**src/rtl/ram_loader_16x8.sv**
```systemverilog
// ram_loader_16x8: 16x8 writable memory with a burst-write controller.
// A start command latches a base address and a word count. Bytes then
// stream in over a valid/ready handshake and land at auto-incrementing
// addresses. A combinational read port exposes the stored contents.
module ram_loader_16x8 #(
  parameter int DATA_W = 8,
  parameter int ADDR_W = 4,
  parameter int DEPTH  = 16
) (
  input  logic              clk,
  input  logic              rst,
  input  logic              start,
  input  logic [ADDR_W-1:0] start_addr,
  input  logic [ADDR_W:0]   length,
  input  logic              abort,
  input  logic              in_valid,
  input  logic [DATA_W-1:0] in_data,
  output logic              in_ready,
  input  logic [ADDR_W-1:0] rd_addr,
  output logic [DATA_W-1:0] rd_data,
  output logic              busy,
  output logic              done,
  output logic [ADDR_W:0]   wr_count
);

  typedef enum logic [1:0] {
    S_IDLE   = 2'd0,
    S_LOAD   = 2'd1,
    S_FINISH = 2'd2
  } state_t;

  state_t              state_q, state_d;
  logic [ADDR_W-1:0]   ptr_q, ptr_d;
  logic [ADDR_W:0]     rem_q, rem_d;
  logic [ADDR_W:0]     cnt_q, cnt_d;
  logic                wr_en;
  logic [ADDR_W:0]     len_clamped;
  logic [DATA_W-1:0]   mem_q [DEPTH];

  // A request longer than the memory saturates at the full depth, so a
  // single burst can never lap the array and overwrite its own words.
  function automatic logic [ADDR_W:0] clamp_len(input logic [ADDR_W:0] len);
    if (len > (ADDR_W+1)'(DEPTH)) begin
      return (ADDR_W+1)'(DEPTH);
    end
    return len;
  endfunction

  assign len_clamped = clamp_len(length);

  // Control registers: state, write pointer, words remaining, words written.
  always_ff @(posedge clk or posedge rst) begin
    if (rst) begin
      state_q <= S_IDLE;
      ptr_q   <= '0;
      rem_q   <= '0;
      cnt_q   <= '0;
    end else begin
      state_q <= state_d;
      ptr_q   <= ptr_d;
      rem_q   <= rem_d;
      cnt_q   <= cnt_d;
    end
  end

  // Next-state and handshake decode; outputs depend only on the state so
  // in_ready never combinationally depends on in_valid.
  always_comb begin
    state_d  = state_q;
    ptr_d    = ptr_q;
    rem_d    = rem_q;
    cnt_d    = cnt_q;
    wr_en    = 1'b0;
    busy     = 1'b0;
    in_ready = 1'b0;
    done     = 1'b0;
    unique case (state_q)
      S_IDLE: begin
        if (start) begin
          ptr_d   = start_addr;
          rem_d   = len_clamped;
          cnt_d   = '0;
          state_d = (len_clamped == '0) ? S_FINISH : S_LOAD;
        end
      end
      S_LOAD: begin
        busy     = 1'b1;
        in_ready = 1'b1;
        // Abort wins over a same-cycle transfer: that byte is dropped.
        if (abort) begin
          state_d = S_IDLE;
        end else if (in_valid) begin
          wr_en = 1'b1;
          ptr_d = ptr_q + ADDR_W'(1);
          rem_d = rem_q - (ADDR_W+1)'(1);
          cnt_d = cnt_q + (ADDR_W+1)'(1);
          if (rem_q == (ADDR_W+1)'(1)) begin
            state_d = S_FINISH;
          end
        end
      end
      S_FINISH: begin
        done    = 1'b1;
        state_d = S_IDLE;
      end
      default: begin
        state_d = S_IDLE;
      end
    endcase
  end

  // Storage array; reset wipes every word so stale data never survives.
  always_ff @(posedge clk or posedge rst) begin
    if (rst) begin
      for (int i = 0; i < DEPTH; i++) begin
        mem_q[i] <= '0;
      end
    end else if (wr_en) begin
      mem_q[ptr_q] <= in_data;
    end
  end

  // Read port is asynchronous: a same-cycle write appears after the edge.
  assign rd_data  = mem_q[rd_addr];
  assign wr_count = cnt_q;

endmodule

```
**config.mk**
```make
export PLATFORM = sky130hd
export DESIGN_NAME = ram_loader_16x8
export DESIGN_NICKNAME = d
export VERILOG_FILES = /design/src/rtl/ram_loader_16x8.sv
export SDC_FILE = /design/constraint.sdc
export NUM_CORES = 1
export LEC_CHECK = 0
export CORE_MARGIN = 1
export CORE_UTILIZATION = 43
export CTS_CLUSTER_SIZE = 28
export DETAILED_ROUTE_END_ITERATION = 10
export HOLD_SLACK_MARGIN = 0.03
export RECOVER_POWER = 25
export SLEW_MARGIN = 20
export SYNTH_ARGS = -nofsm -noshare
export SYNTH_HDL_FRONTEND = slang
export SYNTH_SLANG_ARGS = --single-unit
```
**constraint.sdc**
```tcl
create_clock -name clk -period 4.65 [get_ports clk]
set_clock_uncertainty 0.1 [all_clocks]
set_input_delay 0.6975 -clock clk [delete_from_list [all_inputs] [get_ports clk]]
set_output_delay 0.6975 -clock clk [all_outputs]
set_load 0.005 [all_outputs]
```
==> results of run 1 <==
==> registers in the layout (all words and copies together) (netlist names) <==
name / count
mem_q: 128
ptr_q: 4
state_q: 2
wr_count: 5
rem_q: 5
==> cell families (layout without fill, tap and decap cells) <==
family | after synthesis | in the layout
and+or+nand+nor | 65 | 65
muxes | 170 | 170
buffers and inverters | 45 | 93
DFF | 144 | 144
adders and majority gates | 7 | 7
AOI/OAI and AO/OA | 42 | 42
==> where the power goes <==
part	switching [uW]	internal, uW
clock network	545	866
registers	272	1700
logic	439	667
total	1260	3230
==> synth_stat cells, types with 4 or more instances <==
cell type,number,share of area
sky130_fd_sc_hd__mux2i_1,8,0.011
sky130_fd_sc_hd__a221oi_1,6,0.0075
sky130_fd_sc_hd__dfrtp_1,144,0.51
sky130_fd_sc_hd__nand4_2,4,0.0071
sky130_fd_sc_hd__nor2b_1,7,0.0062
sky130_fd_sc_hd__clkbuf_1,18,0.0096
sky130_fd_sc_hd__nand2b_1,5,0.0045
sky130_fd_sc_hd__inv_1,10,0.0054
sky130_fd_sc_hd__mux2_1,6,0.0096
sky130_fd_sc_hd__buf_2,8,0.0057
sky130_fd_sc_hd__mux2_2,124,0.20
sky130_fd_sc_hd__ha_1,7,0.012
sky130_fd_sc_hd__nand2_1,13,0.0070
sky130_fd_sc_hd__nand3_4,9,0.022
sky130_fd_sc_hd__mux4_2,32,0.10
sky130_fd_sc_hd__a21oi_1,4,0.0029
sky130_fd_sc_hd__a22oi_1,17,0.018
==> worst max-delay path by stage <==
stage	to	slack (ns)	startpoint	depth (start not counted)
2_1_floorplan	rd_data[1]	1.86	rd_addr[0]	5
3_3_place_gp	rd_data[6]	0.95	rd_addr[0]	6
3_5_place_dp	rd_data[6]	0.96	rd_addr[0]	6
4_1_cts	rd_data[6]	0.95	rd_addr[0]	6
5_1_grt	rd_data[5]	0.83	rd_addr[0]	6
6_report	rd_data[4]	1.01	rd_addr[0]	6
==> through the flow <==
stage / hold WS (ns) / utilization / total power (uW) / std cells / setup WS (ns)
after floorplan: 0.359 / - / 2780 / 473 / 1.86
after global placement: 0.368 / 0.478 / 3040 / 705 / 0.955
after detailed placement: 0.377 / 0.478 / 3100 / 705 / 0.963
after CTS: 0.390 / 0.517 / 4530 / 737 / 0.950
after global routing: 0.416 / 0.516 / 4740 / 737 / 0.830
final: 0.384 / 0.516 / 4480 / 737 / 1.01
==> final cells by class <==
| cell class | count | area, um2 | area share |
|---|---|---|---|
| clock buffer | 18 | 439 | 0.0536 |
| inverter | 11 | 42.5 | 0.00519 |
| timing repair buffer | 50 | 465 | 0.0568 |
| clock inverter | 14 | 183 | 0.0223 |
| tap | 216 | 270 | 0.0330 |
| sequential | 144 | 3600 | 0.440 |
| multi-input combinational | 284 | 3190 | 0.390 |
==> per-layer routing <==
metal  wire length, um  part of all wire
met4               121            0.0075
met1              7500              0.47
met5                 0                 0
met2              8050              0.50
met3               411             0.026
==> impl_metrics.prom, run 1 <==
# TYPE chip_impl_metric gauge
chip_impl_metric{name="drt-wirelength-per-cell",unit="um"} 21.8
chip_impl_metric{name="setup_tns",unit="ns"} 0
chip_impl_metric{name="antennaDiodeCount",unit=""} 0
chip_impl_metric{name="pin_count",unit=""} 42
chip_impl_metric{name="floorplan.die_area",unit="um2"} 16800
chip_impl_metric{name="antenna_found_initial",unit=""} 0
chip_impl_metric{name="gp_congestion",unit=""} 0.761
chip_impl_metric{name="final_net_count",unit=""} 541
chip_impl_metric{name="syn_to_final_growth",unit="%"} 16.9
chip_impl_metric{name="postCtsSetupBuffers",unit=""} 0
chip_impl_metric{name="groute.layer.met3.usage",unit=""} 0.0484
chip_impl_info{name="critPathKind",value="input port to output port"} 1
chip_impl_metric{name="global_route_wire_length_before_repair",unit="um"} 25900
chip_impl_metric{name="place_hpwl",unit="um"} 10500
chip_impl_metric{name="synth_simple_gate_area_frac",unit=""} 0.0751
chip_impl_metric{name="synth_edf_count",unit=""} 0
chip_impl_metric{name="stdcell_area",unit="um2"} 8200
chip_impl_metric{name="muxShareOfSynthArea",unit=""} 0.323
chip_impl_info{name="reg2reg_from",value="state_q[1]"} 1
chip_impl_metric{name="worst_path_largest_cell_delay",unit="ns"} 0.52
chip_impl_metric{name="rows",unit=""} 46
chip_impl_info{name="layer_with_the_highest_usage",value="met2"} 1
chip_impl_metric{name="worst_ep_arrival_time",unit="ns"} 2.84
chip_impl_info{name="tritoncts",value="built"} 1
chip_impl_metric{name="synthXorXnorAreaFrac",unit=""} 0
chip_impl_metric{name="ff2ff_path_depth",unit=""} 4
chip_impl_info{name="reg2reg_to",value="mem_q[82]"} 1
chip_impl_info{name="ys.flop_type",value="sky130_fd_sc_hd__dfrtp_1"} 1
chip_impl_metric{name="number_of_global_route_vias_before_repair",unit=""} 4537
chip_impl_metric{name="filler_cell_count",unit=""} 1359
chip_impl_metric{name="port-buffer-count",unit=""} 41
chip_impl_metric{name="antenna_left",unit=""} 0
chip_impl_metric{name="drv_slew",unit=""} 69
chip_impl_metric{name="design.core.area",unit="um2"} 15900
chip_impl_metric{name="post_synthesis_compound_gate_area_fraction",unit=""} 0.0450
chip_impl_metric{name="path_buf_inv",unit=""} 3
chip_impl_metric{name="slew_margin_rel",unit=""} -0.125
chip_impl_metric{name="synth_seq_cells",unit=""} 144
chip_impl_metric{name="hold_path_depth",unit=""} 1
chip_impl_metric{name="htreeDepth",unit=""} 4
chip_impl_info{name="outcome",value="complete, but fails checks"} 1
chip_impl_metric{name="grt_use_met1",unit=""} 0.290
chip_impl_metric{name="avgViaCountPerCell",unit=""} 5.61
chip_impl_metric{name="leakage",unit="uW"} 0.00371
chip_impl_metric{name="dieHeight",unit="um"} 130
chip_impl_info{name="hold_path_startpoint",value="mem_q[71]"} 1
chip_impl_metric{name="global_route.usage.total",unit=""} 0.214
chip_impl_metric{name="cts_repair_resize_count",unit=""} 0
chip_impl_metric{name="drt_pre_antenna_iters",unit=""} 4
chip_impl_metric{name="synth.avg_cell_area",unit="um2"} 14.8
chip_impl_info{name="clock-root-buffer",value="sky130_fd_sc_hd__clkbuf_16"} 1
chip_impl_metric{name="timing.fmax",unit="GHz"} 0.275
chip_impl_metric{name="initial_utilization",unit=""} 0.441
chip_impl_metric{name="cts_buffers",unit=""} 17
chip_impl_metric{name="clkSinkCount",unit=""} 144
chip_impl_metric{name="post_syn_instances",unit=""} 473
chip_impl_metric{name="powerDensity",unit="nW/um2"} 547
chip_impl_metric{name="drive_gt1_frac",unit=""} 0.422
chip_impl_metric{name="synth.yosys.seq_area_share",unit=""} 0.514
chip_impl_info{name="layout_commonest_cell",value="sky130_fd_sc_hd__dfrtp_1"} 1
chip_impl_metric{name="grt_max_degree",unit=""} 69
chip_impl_metric{name="timing.critical_path.fanout_max",unit=""} 17
chip_impl_metric{name="cap_viol_max_count",unit=""} 1
chip_impl_metric{name="finalCriticalPeriod",unit="ns"} 3.64
chip_impl_info{name="critical_path.endpoint_type",value="output port"} 1
chip_impl_info{name="worst_path_max_delay_cell",value="sky130_fd_sc_hd__mux4_2"} 1
chip_impl_metric{name="clkTransAtPathRegs",unit="ns"} 0.06
chip_impl_metric{name="ys_async_sr_fraction",unit=""} 1.00
chip_impl_metric{name="setup_viol_count_final",unit=""} 0
chip_impl_info{name="worst_path_dominant_cell_family",value="buffers and inverters"} 1
chip_impl_metric{name="groute.layer.met2.usage",unit=""} 0.349
chip_impl_metric{name="yosys.cell_types.count",unit=""} 46
chip_impl_metric{name="cp.required",unit="ns"} 3.85
chip_impl_info{name="failing_checks",value="capacitance limit, slew limit"} 1
chip_impl_metric{name="mappedNetlistNets",unit=""} 506
chip_impl_metric{name="dpl-instance-area",unit="um2"} 7590
chip_impl_metric{name="die_width",unit="um"} 130
chip_impl_metric{name="rrSetupSlack",unit="ns"} 2.01
chip_impl_info{name="worst_path_cell_chain",value="buf_2 > buf_4 > mux4_2 > a22oi_1 > nand2_1 > clkdlybuf4s50_1"} 1
chip_impl_metric{name="clk-insertion-delay-late",unit="ns"} 0.42
chip_impl_info{name="worstHoldPathType",value="flip-flop to flip-flop"} 1
chip_impl_metric{name="finalHoldViolations",unit=""} 0
chip_impl_metric{name="detailroute.via_count",unit=""} 4131
chip_impl_metric{name="post_cts_hold_buffer_count",unit=""} 0
chip_impl_metric{name="clk_path_buf_depth",unit=""} 2
chip_impl_info{name="unrepaired_setup_endpoints_after_global_routing",value="false"} 1
chip_impl_metric{name="globalRouteOverflowTotal",unit=""} 0
chip_impl_metric{name="post_synth_instance_area",unit="um2"} 7010
chip_impl_metric{name="drcViolationCount",unit=""} 0
chip_impl_metric{name="fin_crit_sh",unit=""} 0.782
chip_impl_info{name="synth_top_family_by_area",value="multiplexers"} 1
chip_impl_info{name="critical_path.startpoint_type",value="input port"} 1
chip_impl_metric{name="drtIter0Drc",unit=""} 202
chip_impl_info{name="final_cell_mix",value="sky130_fd_sc_hd__dfrtp_1, sky130_fd_sc_hd__mux2_2, sky130_fd_sc_hd__clkdlybuf4s50_1"} 1
chip_impl_info{name="whs_endpoint",value="mem_q[71]"} 1
chip_impl_metric{name="irDropWorstVdd",unit="V"} 0.000278
chip_impl_metric{name="synth_adder_area_share",unit=""} 0.0125
chip_impl_metric{name="finalWirelength",unit="um"} 16100
chip_impl_metric{name="timing_worst_slew_pin_value",unit="ns"} 1.69
chip_impl_metric{name="yosys_warnings",unit=""} 0
Note: power is estimated with default switching activity, not from simulation.
==> inputs of run 2 (changes only) <==
Clock period 4.65 ns to 3.3 ns, I/O delays scaled along.
==> impl_metrics.prom, run 2 (synthesized netlist as in run 1, its figures left out) <==
# TYPE chip_impl_metric gauge
chip_impl_info{name="max_flop_register",value="mem_q"} 1
chip_impl_metric{name="drive_gt1_frac",unit=""} 0.426
chip_impl_metric{name="timing_worst_slew_pin_value",unit="ns"} 1.96
chip_impl_metric{name="timing.critical_path.fanout_max",unit=""} 8
chip_impl_info{name="reg2reg_from",value="state_q[0]"} 1
chip_impl_metric{name="initial_utilization",unit=""} 0.441
chip_impl_metric{name="net-switching-power",unit="uW"} 1820
chip_impl_metric{name="global_route_wire_length_before_repair",unit="um"} 25700
chip_impl_metric{name="filler_cell_count",unit=""} 1395
chip_impl_metric{name="finish.utilization",unit=""} 0.516
chip_impl_metric{name="port-buffer-count",unit=""} 41
chip_impl_metric{name="floorplan.die_area",unit="um2"} 16800
chip_impl_metric{name="largest_register_ff_count",unit=""} 128
chip_impl_metric{name="clkTransAtPathRegs",unit="ns"} 0.06
chip_impl_info{name="worstHoldPathType",value="flip-flop to flip-flop"} 1
chip_impl_info{name="critPathKind",value="input port to output port"} 1
chip_impl_metric{name="pin_count",unit=""} 42
chip_impl_metric{name="cts_buffers",unit=""} 17
chip_impl_metric{name="ff2ff_path_depth",unit=""} 4
chip_impl_info{name="tritoncts",value="built"} 1
chip_impl_info{name="failing_checks",value="capacitance limit, slew limit"} 1
chip_impl_metric{name="setup_viol_count_final",unit=""} 0
chip_impl_metric{name="pwr-share-seq",unit=""} 0.449
chip_impl_metric{name="post_cts_hold_buffer_count",unit=""} 0
chip_impl_metric{name="setup_tns",unit="ns"} 0
chip_impl_metric{name="power.share.switching",unit=""} 0.296
chip_impl_metric{name="antennaDiodeCount",unit=""} 0
chip_impl_metric{name="final_net_count",unit=""} 544
chip_impl_metric{name="cap_viol_max_count",unit=""} 1
chip_impl_metric{name="numPlacedInstances",unit=""} 708
chip_impl_metric{name="avgViaCountPerCell",unit=""} 5.70
chip_impl_info{name="layout_commonest_cell",value="sky130_fd_sc_hd__dfrtp_1"} 1
chip_impl_metric{name="grt_max_degree",unit=""} 145
chip_impl_metric{name="htreeDepth",unit=""} 4
chip_impl_metric{name="worst_ep_arrival_time",unit="ns"} 2.43
chip_impl_metric{name="finalHoldViolations",unit=""} 0
chip_impl_metric{name="finalCriticalPeriod",unit="ns"} 3.03
chip_impl_info{name="critPathLaunch",value="rd_addr[2]"} 1
chip_impl_metric{name="multi_input_area",unit="um2"} 3190
chip_impl_metric{name="dieHeight",unit="um"} 130
chip_impl_metric{name="cts_repair_resize_count",unit=""} 0
chip_impl_metric{name="slew_margin_rel",unit=""} -0.310
chip_impl_metric{name="drtIter0Drc",unit=""} 310
chip_impl_metric{name="drcViolationCount",unit=""} 0
chip_impl_metric{name="die_width",unit="um"} 130
chip_impl_metric{name="drt_pre_antenna_iters",unit=""} 4
chip_impl_metric{name="fin_crit_sh",unit=""} 0.918
chip_impl_metric{name="number_of_global_route_vias_before_repair",unit=""} 4416
chip_impl_metric{name="rows",unit=""} 46
chip_impl_info{name="critPathCapture",value="rd_data[3]"} 1
chip_impl_metric{name="irDropWorstVdd",unit="V"} 0.000418
chip_impl_metric{name="cp.required",unit="ns"} 2.70
chip_impl_metric{name="antenna_left",unit=""} 0
chip_impl_metric{name="syn_to_final_growth",unit="%"} 16.9
chip_impl_metric{name="internal_power",unit="uW"} 4320
chip_impl_info{name="reg2reg_to",value="mem_q[4]"} 1
chip_impl_info{name="unrepaired_setup_endpoints_after_global_routing",value="false"} 1
chip_impl_metric{name="clk_path_buf_depth",unit=""} 2
chip_impl_info{name="critical_path.startpoint_type",value="input port"} 1
chip_impl_metric{name="share_of_total_power_in_the_clock_network",unit=""} 0.294
chip_impl_metric{name="global_route.usage.total",unit=""} 0.213
chip_impl_metric{name="pwr-share-comb",unit=""} 0.257
chip_impl_metric{name="clkSinkCount",unit=""} 144
chip_impl_info{name="outcome",value="complete, but fails checks"} 1
chip_impl_metric{name="postCtsSetupBuffers",unit=""} 0
chip_impl_metric{name="powerDensity",unit="nW/um2"} 749
chip_impl_metric{name="drt-wirelength-per-cell",unit="um"} 21.6
chip_impl_metric{name="globalRouteOverflowTotal",unit=""} 0
chip_impl_metric{name="pre_cts_slack",unit="ns"} 0.248
chip_impl_metric{name="layout.area.seq",unit="um2"} 3600
chip_impl_metric{name="antenna_found_initial",unit=""} 0
chip_impl_metric{name="hold_slack",unit="ns"} 0.392
chip_impl_info{name="final_cell_mix",value="sky130_fd_sc_hd__dfrtp_1, sky130_fd_sc_hd__mux2_2, sky130_fd_sc_hd__clkdlybuf4s50_1"} 1
chip_impl_metric{name="detailroute.via_count",unit=""} 4216
chip_impl_metric{name="gp_congestion",unit=""} 0.778
chip_impl_metric{name="final_critical_path_setup_slack",unit="ns"} 0.270
chip_impl_metric{name="rrSetupSlack",unit="ns"} 0.99
chip_impl_info{name="hold_path_startpoint",value="mem_q[34]"} 1
chip_impl_metric{name="clk-insertion-delay-late",unit="ns"} 0.42
chip_impl_metric{name="timing.fmax",unit="GHz"} 0.330
chip_impl_info{name="critical_path.endpoint_type",value="output port"} 1
chip_impl_metric{name="drv_slew",unit=""} 145
chip_impl_metric{name="design.core.area",unit="um2"} 15900
chip_impl_metric{name="finalWirelength",unit="um"} 16000
chip_impl_info{name="clock-root-buffer",value="sky130_fd_sc_hd__clkbuf_16"} 1
chip_impl_metric{name="stdcell_count",unit=""} 740
chip_impl_metric{name="leakage",unit="uW"} 0.00370
chip_impl_metric{name="place_hpwl",unit="um"} 10200
run 2: changes by cell type in the layout (fill, tap and decap cells not counted), moves of 3 or more:
cell	change
sky130_fd_sc_hd__clkinvlp_4	+3
sky130_fd_sc_hd__buf_12	+3
sky130_fd_sc_hd__clkinv_4	-4
sky130_fd_sc_hd__bufinv_16	-3
sky130_fd_sc_hd__inv_6	+5
run 2: critical path, stage by stage:
cell                              delay, ns
sky130_fd_sc_hd__clkdlybuf4s50_1       0.45
sky130_fd_sc_hd__nor2_1                0.62
sky130_fd_sc_hd__a22oi_1               0.22
sky130_fd_sc_hd__nand2_1               0.13
sky130_fd_sc_hd__clkdlybuf4s50_1       0.52
run 2: area by class of cell:
type,count,area share
Clock buffer,17,0.0519
Clock inverter,15,0.0156
Inverter,11,0.00550
Multi-Input combinational cell,284,0.390
Sequential cell,144,0.440
Tap cell,216,0.0330
Timing Repair Buffer,53,0.0644
run 2: worst min path at each step:
stage	endpoint	slack [ns]	depth (start not counted)
6_report	mem_q[34]	0.39	1
3_5_place_dp	mem_q[64]	0.38	1
3_3_place_gp	mem_q[66]	0.37	1
5_1_grt	mem_q[34]	0.41	1
4_1_cts	mem_q[64]	0.39	1
2_1_floorplan	mem_q[34]	0.36	1
run 2: metrics by stage:
| step | area, um2 | power [uW] |
|---|---|---|
| 6_report | 8190 | 6140 |
| 3_5_place_dp | 7650 | 4380 |
| 4_1_cts | 8210 | 6190 |
| 5_1_grt | 8190 | 6500 |
| 3_3_place_gp | 7650 | 4290 |
| 2_1_floorplan | 7020 | 3910 |
run 2: per-layer routing:
layer / global-route usage / share of wire / up-vias
li1: - / - / 1866
met1: 0.298 / 0.45 / 2268
met2: 0.332 / 0.49 / 71
met3: 0.0517 / 0.042 / 11
met4: 0.0581 / 0.0096 / 0
met5: 0 / 0 / -
run 2: power groups by stage:
| stage | Clock (uW) | Sequential (uW) | Combinational [uW] |
|---|---|---|---|
| after global placement | 0 | 2750 | 1540 |
| after floorplan | 0 | 2630 | 1290 |
| final | 1810 | 2760 | 1570 |
| after CTS | 1840 | 2750 | 1600 |
| after detailed placement | 0 | 2780 | 1590 |
| after global routing | 1940 | 2840 | 1730 |
==> inputs of run 3 (changes only) <==
Settings changed: CAP_MARGIN set to 10, CORE_UTILIZATION 43 to 54, GPL_TIMING_DRIVEN set to 0, PLACE_DENSITY set to 0.76.
==> impl_metrics.prom, run 3 (synthesized netlist as in run 1, its figures left out) <==
# TYPE chip_impl_metric gauge
chip_impl_metric{name="final_net_count",unit=""} 568
chip_impl_metric{name="irDropWorstVdd",unit="V"} 0.000388
chip_impl_metric{name="cp.required",unit="ns"} 2.70
chip_impl_info{name="max_flop_register",value="mem_q"} 1
chip_impl_metric{name="final_critical_path_setup_slack",unit="ns"} 0.111
chip_impl_metric{name="hold_slack",unit="ns"} 0.396
chip_impl_metric{name="floorplan.die_area",unit="um2"} 13400
chip_impl_metric{name="initial_utilization",unit=""} 0.556
chip_impl_metric{name="net-switching-power",unit="uW"} 1750
chip_impl_metric{name="drcViolationCount",unit=""} 0
chip_impl_metric{name="pwr-share-comb",unit=""} 0.273
chip_impl_metric{name="pre_cts_slack",unit="ns"} -0.0277
chip_impl_metric{name="powerDensity",unit="nW/um2"} 750
chip_impl_metric{name="timing.critical_path.fanout_max",unit=""} 10
chip_impl_info{name="critical_path.startpoint_type",value="input port"} 1
chip_impl_metric{name="filler_cell_count",unit=""} 956
chip_impl_metric{name="port-buffer-count",unit=""} 39
chip_impl_metric{name="power.share.switching",unit=""} 0.283
chip_impl_metric{name="clkSinkCount",unit=""} 144
chip_impl_metric{name="drtIter0Drc",unit=""} 245
chip_impl_metric{name="avgViaCountPerCell",unit=""} 5.96
chip_impl_info{name="worst_path_cell_chain",value="buf_2 > buf_2 > buf_4 > mux4_2 > a22oi_1 > nand2_1 > clkdlybuf4s50_1"} 1
chip_impl_metric{name="cts_buffers",unit=""} 17
chip_impl_metric{name="rows",unit=""} 41
chip_impl_metric{name="place_hpwl",unit="um"} 10600
chip_impl_metric{name="pin_count",unit=""} 42
chip_impl_metric{name="timing.fmax",unit="GHz"} 0.314
chip_impl_metric{name="htreeDepth",unit=""} 4
chip_impl_info{name="clock-root-buffer",value="sky130_fd_sc_hd__clkbuf_16"} 1
chip_impl_metric{name="design.core.area",unit="um2"} 12600
chip_impl_metric{name="antenna_found_initial",unit=""} 0
chip_impl_info{name="tritoncts",value="built"} 1
chip_impl_metric{name="syn_to_final_growth",unit="%"} 17.6
chip_impl_metric{name="fin_crit_sh",unit=""} 0.966
chip_impl_metric{name="global_route_wire_length_before_repair",unit="um"} 25100
chip_impl_metric{name="layout.area.seq",unit="um2"} 3600
chip_impl_info{name="critical_path.endpoint_type",value="output port"} 1
chip_impl_info{name="layout_commonest_cell",value="sky130_fd_sc_hd__dfrtp_1"} 1
chip_impl_metric{name="drt_pre_antenna_iters",unit=""} 4
chip_impl_metric{name="clk-insertion-delay-late",unit="ns"} 0.41
chip_impl_metric{name="setup_viol_count_final",unit=""} 0
chip_impl_info{name="outcome",value="complete, no violations"} 1
chip_impl_metric{name="dieHeight",unit="um"} 116
chip_impl_metric{name="antennaDiodeCount",unit=""} 0
chip_impl_metric{name="multi_input_area",unit="um2"} 3190
chip_impl_info{name="final_cell_mix",value="sky130_fd_sc_hd__dfrtp_1, sky130_fd_sc_hd__mux2_2, sky130_fd_sc_hd__clkdlybuf4s50_1"} 1
chip_impl_metric{name="finish.utilization",unit=""} 0.653
chip_impl_metric{name="drive_gt1_frac",unit=""} 0.407
chip_impl_metric{name="globalRouteOverflowTotal",unit=""} 0
chip_impl_info{name="unrepaired_setup_endpoints_after_global_routing",value="true"} 1
chip_impl_metric{name="finalWirelength",unit="um"} 15500
chip_impl_metric{name="post_cts_hold_buffer_count",unit=""} 0
chip_impl_metric{name="worst_ep_arrival_time",unit="ns"} 2.59
chip_impl_metric{name="pwr-share-seq",unit=""} 0.441
chip_impl_metric{name="antenna_left",unit=""} 0
chip_impl_metric{name="cap_viol_max_count",unit=""} 0
chip_impl_info{name="critPathKind",value="input port to output port"} 1
chip_impl_metric{name="detailroute.via_count",unit=""} 4291
chip_impl_metric{name="largest_register_ff_count",unit=""} 128
chip_impl_metric{name="timing_worst_slew_pin_value",unit="ns"} 1.38
chip_impl_metric{name="finalHoldViolations",unit=""} 0
chip_impl_metric{name="drv_slew",unit=""} 0
chip_impl_metric{name="finalCriticalPeriod",unit="ns"} 3.19
chip_impl_info{name="worst_path_max_delay_cell",value="sky130_fd_sc_hd__clkdlybuf4s50_1"} 1
chip_impl_metric{name="drt-wirelength-per-cell",unit="um"} 21.5
chip_impl_metric{name="leakage",unit="uW"} 0.00376
chip_impl_metric{name="number_of_global_route_vias_before_repair",unit=""} 4653
chip_impl_metric{name="worst_path_largest_cell_delay",unit="ns"} 0.48
chip_impl_metric{name="slew_margin_rel",unit=""} 0.0807
chip_impl_info{name="worstHoldPathType",value="flip-flop to flip-flop"} 1
chip_impl_metric{name="grt_max_degree",unit=""} 38
chip_impl_metric{name="internal_power",unit="uW"} 4430
chip_impl_metric{name="clk_path_buf_depth",unit=""} 2
chip_impl_info{name="timing.critical_path.mode_cell",value="sky130_fd_sc_hd__buf_2"} 1
chip_impl_metric{name="global_route.usage.total",unit=""} 0.258
chip_impl_metric{name="gp_congestion",unit=""} 0.847
chip_impl_metric{name="share_of_total_power_in_the_clock_network",unit=""} 0.286
chip_impl_metric{name="clkTransAtPathRegs",unit="ns"} 0.06
chip_impl_metric{name="die_width",unit="um"} 116
## run 3: cell types whose count changed in the layout (fill, tap and decap cells not counted), moves of 4 or more
cell	delta
sky130_fd_sc_hd__clkbuf_1	+21
sky130_fd_sc_hd__inv_6	-6
sky130_fd_sc_hd__clkbuf_8	+5
sky130_fd_sc_hd__clkinvlp_4	-5
sky130_fd_sc_hd__clkinv_2	+4
## run 3: layer usage
layer,GRT usage,vias to the layer above,share of wire
met1,0.365,2253,0.46
met5,0,-,0
met3,0.0471,19,0.038
met4,0.0744,0,0.011
li1,-,1913,-
met2,0.410,106,0.50
## run 3: power by group through the flow
| stage | Sequential (uW) | Combinational [uW] | Clock (uW) |
|---|---|---|---|
| after floorplan | 2630 | 1290 | 0 |
| after global placement | 2690 | 1590 | 0 |
| after detailed placement | 2740 | 1690 | 0 |
| after CTS | 2720 | 1700 | 1790 |
| after global routing | 2800 | 1840 | 1870 |
| final | 2730 | 1690 | 1770 |
## run 3: layout make-up
cell class                      count  share of cell area
Buffer                             34              0.0229
Clock buffer                       24              0.0608
Clock inverter                      8             0.00653
Inverter                           11             0.00516
Multi-Input combinational cell    284               0.387
Sequential cell                   144               0.437
Tap cell                          172              0.0261
Timing Repair Buffer               43              0.0540
## run 3: repair_timing
item / 4_1_cts / 5_1_grt
buffers inserted: 0 / 0
setup endpoints to repair: 1 / 4
cloned: 0 / 0
gates resized for setup: 4 / 2
## run 3: final timing paths
path / depth (start not counted) / to / from / slack, ns
max in group asynchronous: 4 / mem_q[85] / rst / 0.54
worst min-delay path: 1 / mem_q[35] / mem_q[35] / 0.40
worst min register to register: 1 / mem_q[35] / mem_q[35] / 0.40
min in group asynchronous: 2 / mem_q[22] / rst / 0.65
worst max-delay path: 7 / rd_data[6] / rd_addr[1] / 0.11
worst max register to register: 4 / mem_q[4] / ptr_q[0] / 1.11
## run 3: through the flow
step	std cells	instance area [um2]	power, uW	TNS [ns]
global route	720	8250	6510	-0.0516
detailed placement	688	7700	4430	-0.0277
finish	720	8250	6180	0
CTS	720	8270	6210	0
global placement	684	7620	4280	-31.62
floorplan	473	7020	3910	0
## run 3: worst max-delay path: cells and delay by family
family,cells,cell delay (ns)
AND/OR/NAND/NOR,1,0.14
multiplexers,1,0.32
AO/OA/AOI/OAI,1,0.33
buffers and inverters,4,1.31
